--- src/rtl/if_fetch_pkg.sv ---
// Shared types and constants for the byte-serial instruction fetch stage.
package if_fetch_pkg;

    typedef enum logic {
        FETCH = 1'b0,
        HOLD  = 1'b1
    } fetch_state_e;

    localparam int BYTES_PER_INST = 4;
    localparam int INST_W         = 32;
    localparam int CNT_W          = 3;

    localparam logic [INST_W-1:0] NOP = 32'h0000_0013;

endpackage

--- src/rtl/if_fetch_if.sv ---
// Fetch-stage bus bundle: byte memory port, IF/ID handshake and redirect.
interface if_fetch_if
    import if_fetch_pkg::*;
#(
    parameter int ADDR_W = 32
);

    logic              mem_req_o;
    logic [ADDR_W-1:0] mem_addr_o;
    logic              mem_gnt_i;
    logic [7:0]        mem_data_i;
    logic [ADDR_W-1:0] pc_o;
    logic [INST_W-1:0] inst_o;
    logic              inst_valid_o;
    logic              inst_ready_i;
    logic              jump_i;
    logic [ADDR_W-1:0] jump_addr_i;

    modport master (
        output mem_req_o, mem_addr_o,
        output pc_o, inst_o, inst_valid_o,
        input  mem_gnt_i, mem_data_i,
        input  inst_ready_i, jump_i, jump_addr_i
    );

    modport slave (
        input  mem_req_o, mem_addr_o,
        input  pc_o, inst_o, inst_valid_o,
        output mem_gnt_i, mem_data_i,
        output inst_ready_i, jump_i, jump_addr_i
    );

endinterface

--- src/rtl/if_byte_asm.sv ---
// Little-endian byte-lane assembly register for one 32-bit instruction.
module if_byte_asm
    import if_fetch_pkg::*;
(
    input  logic              clk,
    input  logic              rst,
    input  logic              clr_i,
    input  logic              we_i,
    input  logic [1:0]        lane_i,
    input  logic [7:0]        byte_i,
    output logic [INST_W-1:0] word_o
);

    logic [INST_W-1:0] word_q;

    // word_o already contains the byte written this cycle
    always_comb begin
        word_o = word_q;
        for (int l = 0; l < BYTES_PER_INST; l++) begin
            if (we_i && (lane_i == 2'(l))) begin
                word_o[8*l +: 8] = byte_i;
            end
        end
    end

    always_ff @(posedge clk) begin
        if (rst || clr_i) begin
            word_q <= '0;
        end else begin
            word_q <= word_o;
        end
    end

endmodule

--- src/rtl/if_fetch.sv ---
// Instruction fetch: four byte reads per instruction, presented with
// valid/ready to decode; decode redirects drop any partial fetch.
module if_fetch
    import if_fetch_pkg::*;
#(
    parameter int              ADDR_W   = 32,
    parameter logic [ADDR_W-1:0] RESET_PC = '0
) (
    input logic         clk,
    input logic         rst,
    if_fetch_if.master  bus
);

    fetch_state_e      state_q, state_d;
    logic [ADDR_W-1:0] pc_q, pc_d;
    logic [ADDR_W-1:0] pc_out_q, pc_out_d;
    logic [INST_W-1:0] inst_q, inst_d;
    logic              valid_q, valid_d;
    logic [CNT_W-1:0]  issue_q, issue_d;
    logic [CNT_W-1:0]  recv_q, recv_d;
    logic              pend_q, pend_d;
    logic              drop_q, drop_d;

    logic              req;
    logic              grant;
    logic              capture;
    logic              last;
    logic              accept;
    logic [INST_W-1:0] asm_word;

    // No requests while reset is held
    assign req     = (state_q == FETCH) && !rst
                   && (issue_q < CNT_W'(BYTES_PER_INST));
    assign grant   = req && bus.mem_gnt_i;
    assign capture = pend_q && !drop_q && (state_q == FETCH);
    assign last    = capture
                   && (recv_q == CNT_W'(BYTES_PER_INST - 1));
    assign accept  = valid_q && bus.inst_ready_i;

    assign bus.mem_req_o    = req;
    assign bus.mem_addr_o   = req ? pc_q + ADDR_W'(issue_q) : '0;
    assign bus.pc_o         = pc_out_q;
    assign bus.inst_o       = inst_q;
    assign bus.inst_valid_o = valid_q;

    if_byte_asm u_asm (
        .clk    (clk),
        .rst    (rst),
        .clr_i  (bus.jump_i || accept || last),
        .we_i   (capture && !bus.jump_i),
        .lane_i (recv_q[1:0]),
        .byte_i (bus.mem_data_i),
        .word_o (asm_word)
    );

    always_comb begin
        state_d  = state_q;
        pc_d     = pc_q;
        pc_out_d = pc_out_q;
        inst_d   = inst_q;
        valid_d  = valid_q;
        issue_d  = issue_q;
        recv_d   = recv_q;
        pend_d   = grant;
        drop_d   = 1'b0;

        if (bus.jump_i) begin
            // A byte granted now returns next cycle and must be discarded
            pc_d    = bus.jump_addr_i;
            valid_d = 1'b0;
            issue_d = '0;
            recv_d  = '0;
            drop_d  = grant;
            state_d = FETCH;
        end else if (accept) begin
            pc_d    = pc_q + ADDR_W'(BYTES_PER_INST);
            valid_d = 1'b0;
            issue_d = '0;
            recv_d  = '0;
            state_d = FETCH;
        end else if (state_q == FETCH) begin
            if (grant) begin
                issue_d = issue_q + CNT_W'(1);
            end
            if (capture) begin
                recv_d = recv_q + CNT_W'(1);
            end
            if (last) begin
                inst_d   = asm_word;
                pc_out_d = pc_q;
                valid_d  = 1'b1;
                state_d  = HOLD;
            end
        end
    end

    always_ff @(posedge clk) begin
        if (rst) begin
            state_q  <= FETCH;
            pc_q     <= RESET_PC;
            pc_out_q <= RESET_PC;
            inst_q   <= '0;
            valid_q  <= 1'b0;
            issue_q  <= '0;
            recv_q   <= '0;
            pend_q   <= 1'b0;
            drop_q   <= 1'b0;
        end else begin
            state_q  <= state_d;
            pc_q     <= pc_d;
            pc_out_q <= pc_out_d;
            inst_q   <= inst_d;
            valid_q  <= valid_d;
            issue_q  <= issue_d;
            recv_q   <= recv_d;
            pend_q   <= pend_d;
            drop_q   <= drop_d;
        end
    end

endmodule

--- src/flat_wrapper.sv ---
// flat-port wrapper written by rule: the top's interface ports become plain ports
module if_fetch_flat import if_fetch_pkg::*;
#(
    parameter int              ADDR_W   = 32,
    parameter logic [ADDR_W-1:0] RESET_PC = '0
)
  (clk, rst, bus_mem_req_o, bus_mem_addr_o, bus_pc_o, bus_inst_o, bus_inst_valid_o, bus_mem_gnt_i, bus_mem_data_i, bus_inst_ready_i, bus_jump_i, bus_jump_addr_i);
  if_fetch_if #(.ADDR_W(ADDR_W)) bus_i ();
  input logic clk;
  input logic rst;
  output wire logic [$bits(bus_i.mem_req_o)-1:0] bus_mem_req_o;
  output wire logic [$bits(bus_i.mem_addr_o)-1:0] bus_mem_addr_o;
  output wire logic [$bits(bus_i.pc_o)-1:0] bus_pc_o;
  output wire logic [$bits(bus_i.inst_o)-1:0] bus_inst_o;
  output wire logic [$bits(bus_i.inst_valid_o)-1:0] bus_inst_valid_o;
  input wire logic [$bits(bus_i.mem_gnt_i)-1:0] bus_mem_gnt_i;
  input wire logic [$bits(bus_i.mem_data_i)-1:0] bus_mem_data_i;
  input wire logic [$bits(bus_i.inst_ready_i)-1:0] bus_inst_ready_i;
  input wire logic [$bits(bus_i.jump_i)-1:0] bus_jump_i;
  input wire logic [$bits(bus_i.jump_addr_i)-1:0] bus_jump_addr_i;
  assign bus_mem_req_o = bus_i.mem_req_o;
  assign bus_mem_addr_o = bus_i.mem_addr_o;
  assign bus_pc_o = bus_i.pc_o;
  assign bus_inst_o = bus_i.inst_o;
  assign bus_inst_valid_o = bus_i.inst_valid_o;
  assign bus_i.mem_gnt_i = bus_mem_gnt_i;
  assign bus_i.mem_data_i = bus_mem_data_i;
  assign bus_i.inst_ready_i = bus_inst_ready_i;
  assign bus_i.jump_i = bus_jump_i;
  assign bus_i.jump_addr_i = bus_jump_addr_i;
  if_fetch #(.ADDR_W(ADDR_W), .RESET_PC(RESET_PC)) u_core (.clk(clk), .rst(rst), .bus(bus_i));
endmodule
--- config.mk ---
export PLATFORM = sky130hd
export DESIGN_NAME = if_fetch_flat
export DESIGN_NICKNAME = d
export VERILOG_FILES = /design/src/rtl/if_fetch_pkg.sv /design/src/rtl/if_fetch_if.sv /design/src/rtl/if_byte_asm.sv /design/src/rtl/if_fetch.sv /design/src/flat_wrapper.sv
export SDC_FILE = /design/constraint.sdc
export NUM_CORES = 1
export LEC_CHECK = 0
export ABC_AREA = 0
export ABC_CLOCK_PERIOD_IN_PS = 3700
export CAP_MARGIN = 20
export CORE_ASPECT_RATIO = 0.75
export CORE_MARGIN = 8
export CORE_UTILIZATION = 44
export CTS_CLUSTER_DIAMETER = 150
export DETAILED_ROUTE_END_ITERATION = 10
export HOLD_SLACK_MARGIN = 0.06
export PLACE_DENSITY = 0.78
export SYNTH_ARGS = -nofsm -noshare
export SYNTH_HDL_FRONTEND = slang
export SYNTH_SLANG_ARGS = --single-unit
export TNS_END_PERCENT = 100
--- constraint.sdc ---
create_clock -name clk -period 3.7 [get_ports clk]
set_clock_uncertainty 0.15 [all_clocks]
set_input_delay 0.74 -clock clk [delete_from_list [all_inputs] [get_ports clk]]
set_output_delay 0.74 -clock clk [all_outputs]
set_load 0.05 [all_outputs]
==> run summary <==
HP Class: flip-flop to flip-flop
Via-to-Cell Ratio: 5.25
Routability congestion estimate: 0.872
Max clock buf depth: 2
Max VDD drop: 0.285 mV
F_max: 0.283 GHz
Vias in the first global route: 5391
Area of the core: 14400 um^2
Slew @ Worst Pin: 0.675 ns
Worst setup EP type: primary output
Clock root cell: clkbuf_16
Global-route wire length before repair: 28700 um
# port buffers: 142
Max FO, Critical Path: 6
Post-synth EDFFs: 0
Crit path DAT: 2.65 ns
Crit share post-route: 95.6%
Final hold violations: 0
Post-DP HPWL: 12900 um
Remaining DRCs: 0
GR Layer Usage met1: 27.4%
Cell Area, Synth: 6440 um^2
Synth async-reset ratio: 0%
Synthesized flop and latch total: 138
Die area: 18800 um^2
LEAKAGE: 3.22 nW
Die height: 121 um
Synth cell types: 48
Syn_nets: 842
Clk_lat worst skew: 0.42 ns
Final #Nets: 955
Outcome: complete, no violations
DRT iter0 DRCs: 484
Pwr Density: 400 nW/um^2
Sw Share: 26.5%
Num CTS Buffers: 17
RSZ-0062 raised after global routing: false
Ys Warns: 0
WL per Instance: 16.3 um
Total Wirelength: 18200 um
Pre-Repair DR Iteration Count: 5
Post-Layout Inst Area: 8540 um^2
CP required: 2.81 ns
Total GRT Usage: 19.1%
GR Overflow Total: 0
Number of diodes: 0
Total power: 0.00342 W
Synth-to-layout area growth: 32.6%
Fill cells: 1309
MaxCap Viol Count: 0
Internal power: 0.00251 W
Placed inst area: 7940 um^2
CTS tree: yes
I/O pins: 143
Final setup violation count: 0
Row count: 38
Share of cells above drive strength 1: 11.4%
Starting density of the core: 44.7%
Seq pwr share: 45.6%
Setup_tns: 0 ns
Clk slew on worst S/H paths: 0.06 ns
Clock sinks: 138
Slew HR: 55.0%
Die W: 156 um
Crit path launch type: flip-flop
Psw: 0.000907 W
H-Tree Level Count: 4
GR Util met2: 27.4%
Hold buffer count at cts: 0
Initial antenna violation count: 0
Setup CP Type: flip-flop to primary output
Most Crowded Layer GR: met2
Final Max Tran Viols: 0
Combinational power share: 8.7%
Main flop type after synthesis: dfxtp_1
Power share of the clock group: 45.6%
Antenna-violating nets left: 0
Largest net degree at the start of global routing: 73
M3 GR Usage: 5.38%
Mean Syn Cell Area: 8.19 um^2
Syn Inst Count: 786
Fin crit period: 3.54 ns
Register area share after synthesis: 42.9%
Routed via count: 5834
[per-stage QoR]
stage	setup slack (ns)	hold WS (ns)	utilization, %	std cells
after CTS	0.00772	0.305	59.1	1111
after global placement	0.424	0.292	55.1	1078
final	0.163	0.302	59.3	1112
after detailed placement	0.369	0.296	55.1	1078
after floorplan	0.245	0.295	-	786
after global routing	0.0497	0.322	59.3	1112
[sequential cells by signal, summed over array words and instances, names as in the netlist]
name	count
u_core.bus.inst_o	32
u_core.pend_q	1
u_core.bus.inst_valid_o	1
u_core.u_asm.word_q	32
u_core.bus.pc_o	32
u_core.issue_q	3
u_core.recv_q	3
u_core.drop_q	1
u_core.state_q	1
u_core.pc_q	32
[layer usage]
metal  part of all wire, %  wire, um
met2                    43      7770
met4                  0.70       127
met1                    49      8850
met3                   7.8      1420
met5                     0         0
[critical path: stages (launching register included)]
cell and delay (ns):
dfxtp_2 0.35, ha_1 0.17, inv_1 0.06, fa_2 0.37, nand2b_4 0.17, a2111oi_4 0.30
buf_4 0.22, nand4_1 0.13, xor2_1 0.18, nor2_2 0.14, buf_12 0.15
[cell families (layout without fill, tap and decap cells)]
| logic type | after synthesis | after routing | share of synthesized area, % |
|---|---|---|---|
| mux | 39 | 39 | 6.06 |
| buf+inv | 90 | 216 | 5.93 |
| simple gates | 319 | 319 | 22.5 |
| compound gates | 139 | 139 | 13.6 |
| xor+xnor | 50 | 50 | 6.80 |
| flops | 138 | 138 | 42.9 |
| fa+ha+maj | 11 | 11 | 2.25 |
[final cells by class]
type                    instances  area (um^2)  area share, %
well taps                     200          250           2.93
clock inverters                14          115           1.35
inverters                      26         97.6           1.14
repair buffers                158         1550           18.1
flip-flops and latches        138         2770           32.4
clock buffers                  18          429           5.02
multi-input cells             558         3340           39.1
[power groups by stage]
| stage | clock network (W) | registers, W | logic (W) |
|---|---|---|---|
| floorplan | 0 | 0.00156 | 0.000206 |
| detailed placement | 0 | 0.00159 | 0.000295 |
| finish | 0.00156 | 0.00156 | 0.000298 |
| global placement | 0 | 0.00159 | 0.000294 |
| CTS | 0.00159 | 0.00156 | 0.000298 |
| global route | 0.00166 | 0.00156 | 0.000321 |
[cells in the mapped netlist (6+ instances only)]
master    instances  area (um^2)
nand2_1          98          368
nor2_1          125          469
a21oi_1          66          330
nand3_1          24          120
dfxtp_1         138         2760
xor2_1           23          201
a211oi_1         34          255
buf_2            29          145
o21ai_0          12         60.1
o21a_1           12         90.1
inv_1            26         97.6
clkbuf_1         33          124
mux2i_1          39          390
nand4_1          23          144
ha_1             10          125
or3_1             6         37.5
nor3_1            9         45.0
xnor2_1          27          236
[cells in the final DEF, fill, tap and decap left out, types with 17 or more instances in the layout]
cell and instances:
a211oi_1 34, a21oi_1 66, buf_4 41, clkbuf_16 17, clkdlybuf4s50_1 107, dfxtp_1 136, inv_1 26, mux2i_1 39
nand2_1 98, nand3_1 24, nand4_1 23, nor2_1 123, xnor2_1 27, xor2_1 23
[what timing repair did]
item / 4_1_cts / 5_1_grt
buffers inserted: 1 / 1
endpoints found under the hold margin: 0 / 0
pin swaps: 1 / 2
gates resized for setup: 4 / 6
setup endpoints to repair: 7 / 9
[final timing paths]
check | startpoint | endpoint | slack [ns] | depth (start not counted)
worst min register to register | u_core.bus.pc_o[25] | u_core.bus.pc_o[25] | 0.30 | 2
worst max register to register | u_core.pc_q[3] | u_core.pc_q[22] | 1.25 | 6
worst max-delay path | u_core.issue_q[0] | bus_mem_addr_o[28] | 0.16 | 10
worst min-delay path | u_core.bus.pc_o[25] | u_core.bus.pc_o[25] | 0.30 | 2
(Power assumes the default switching activity.)
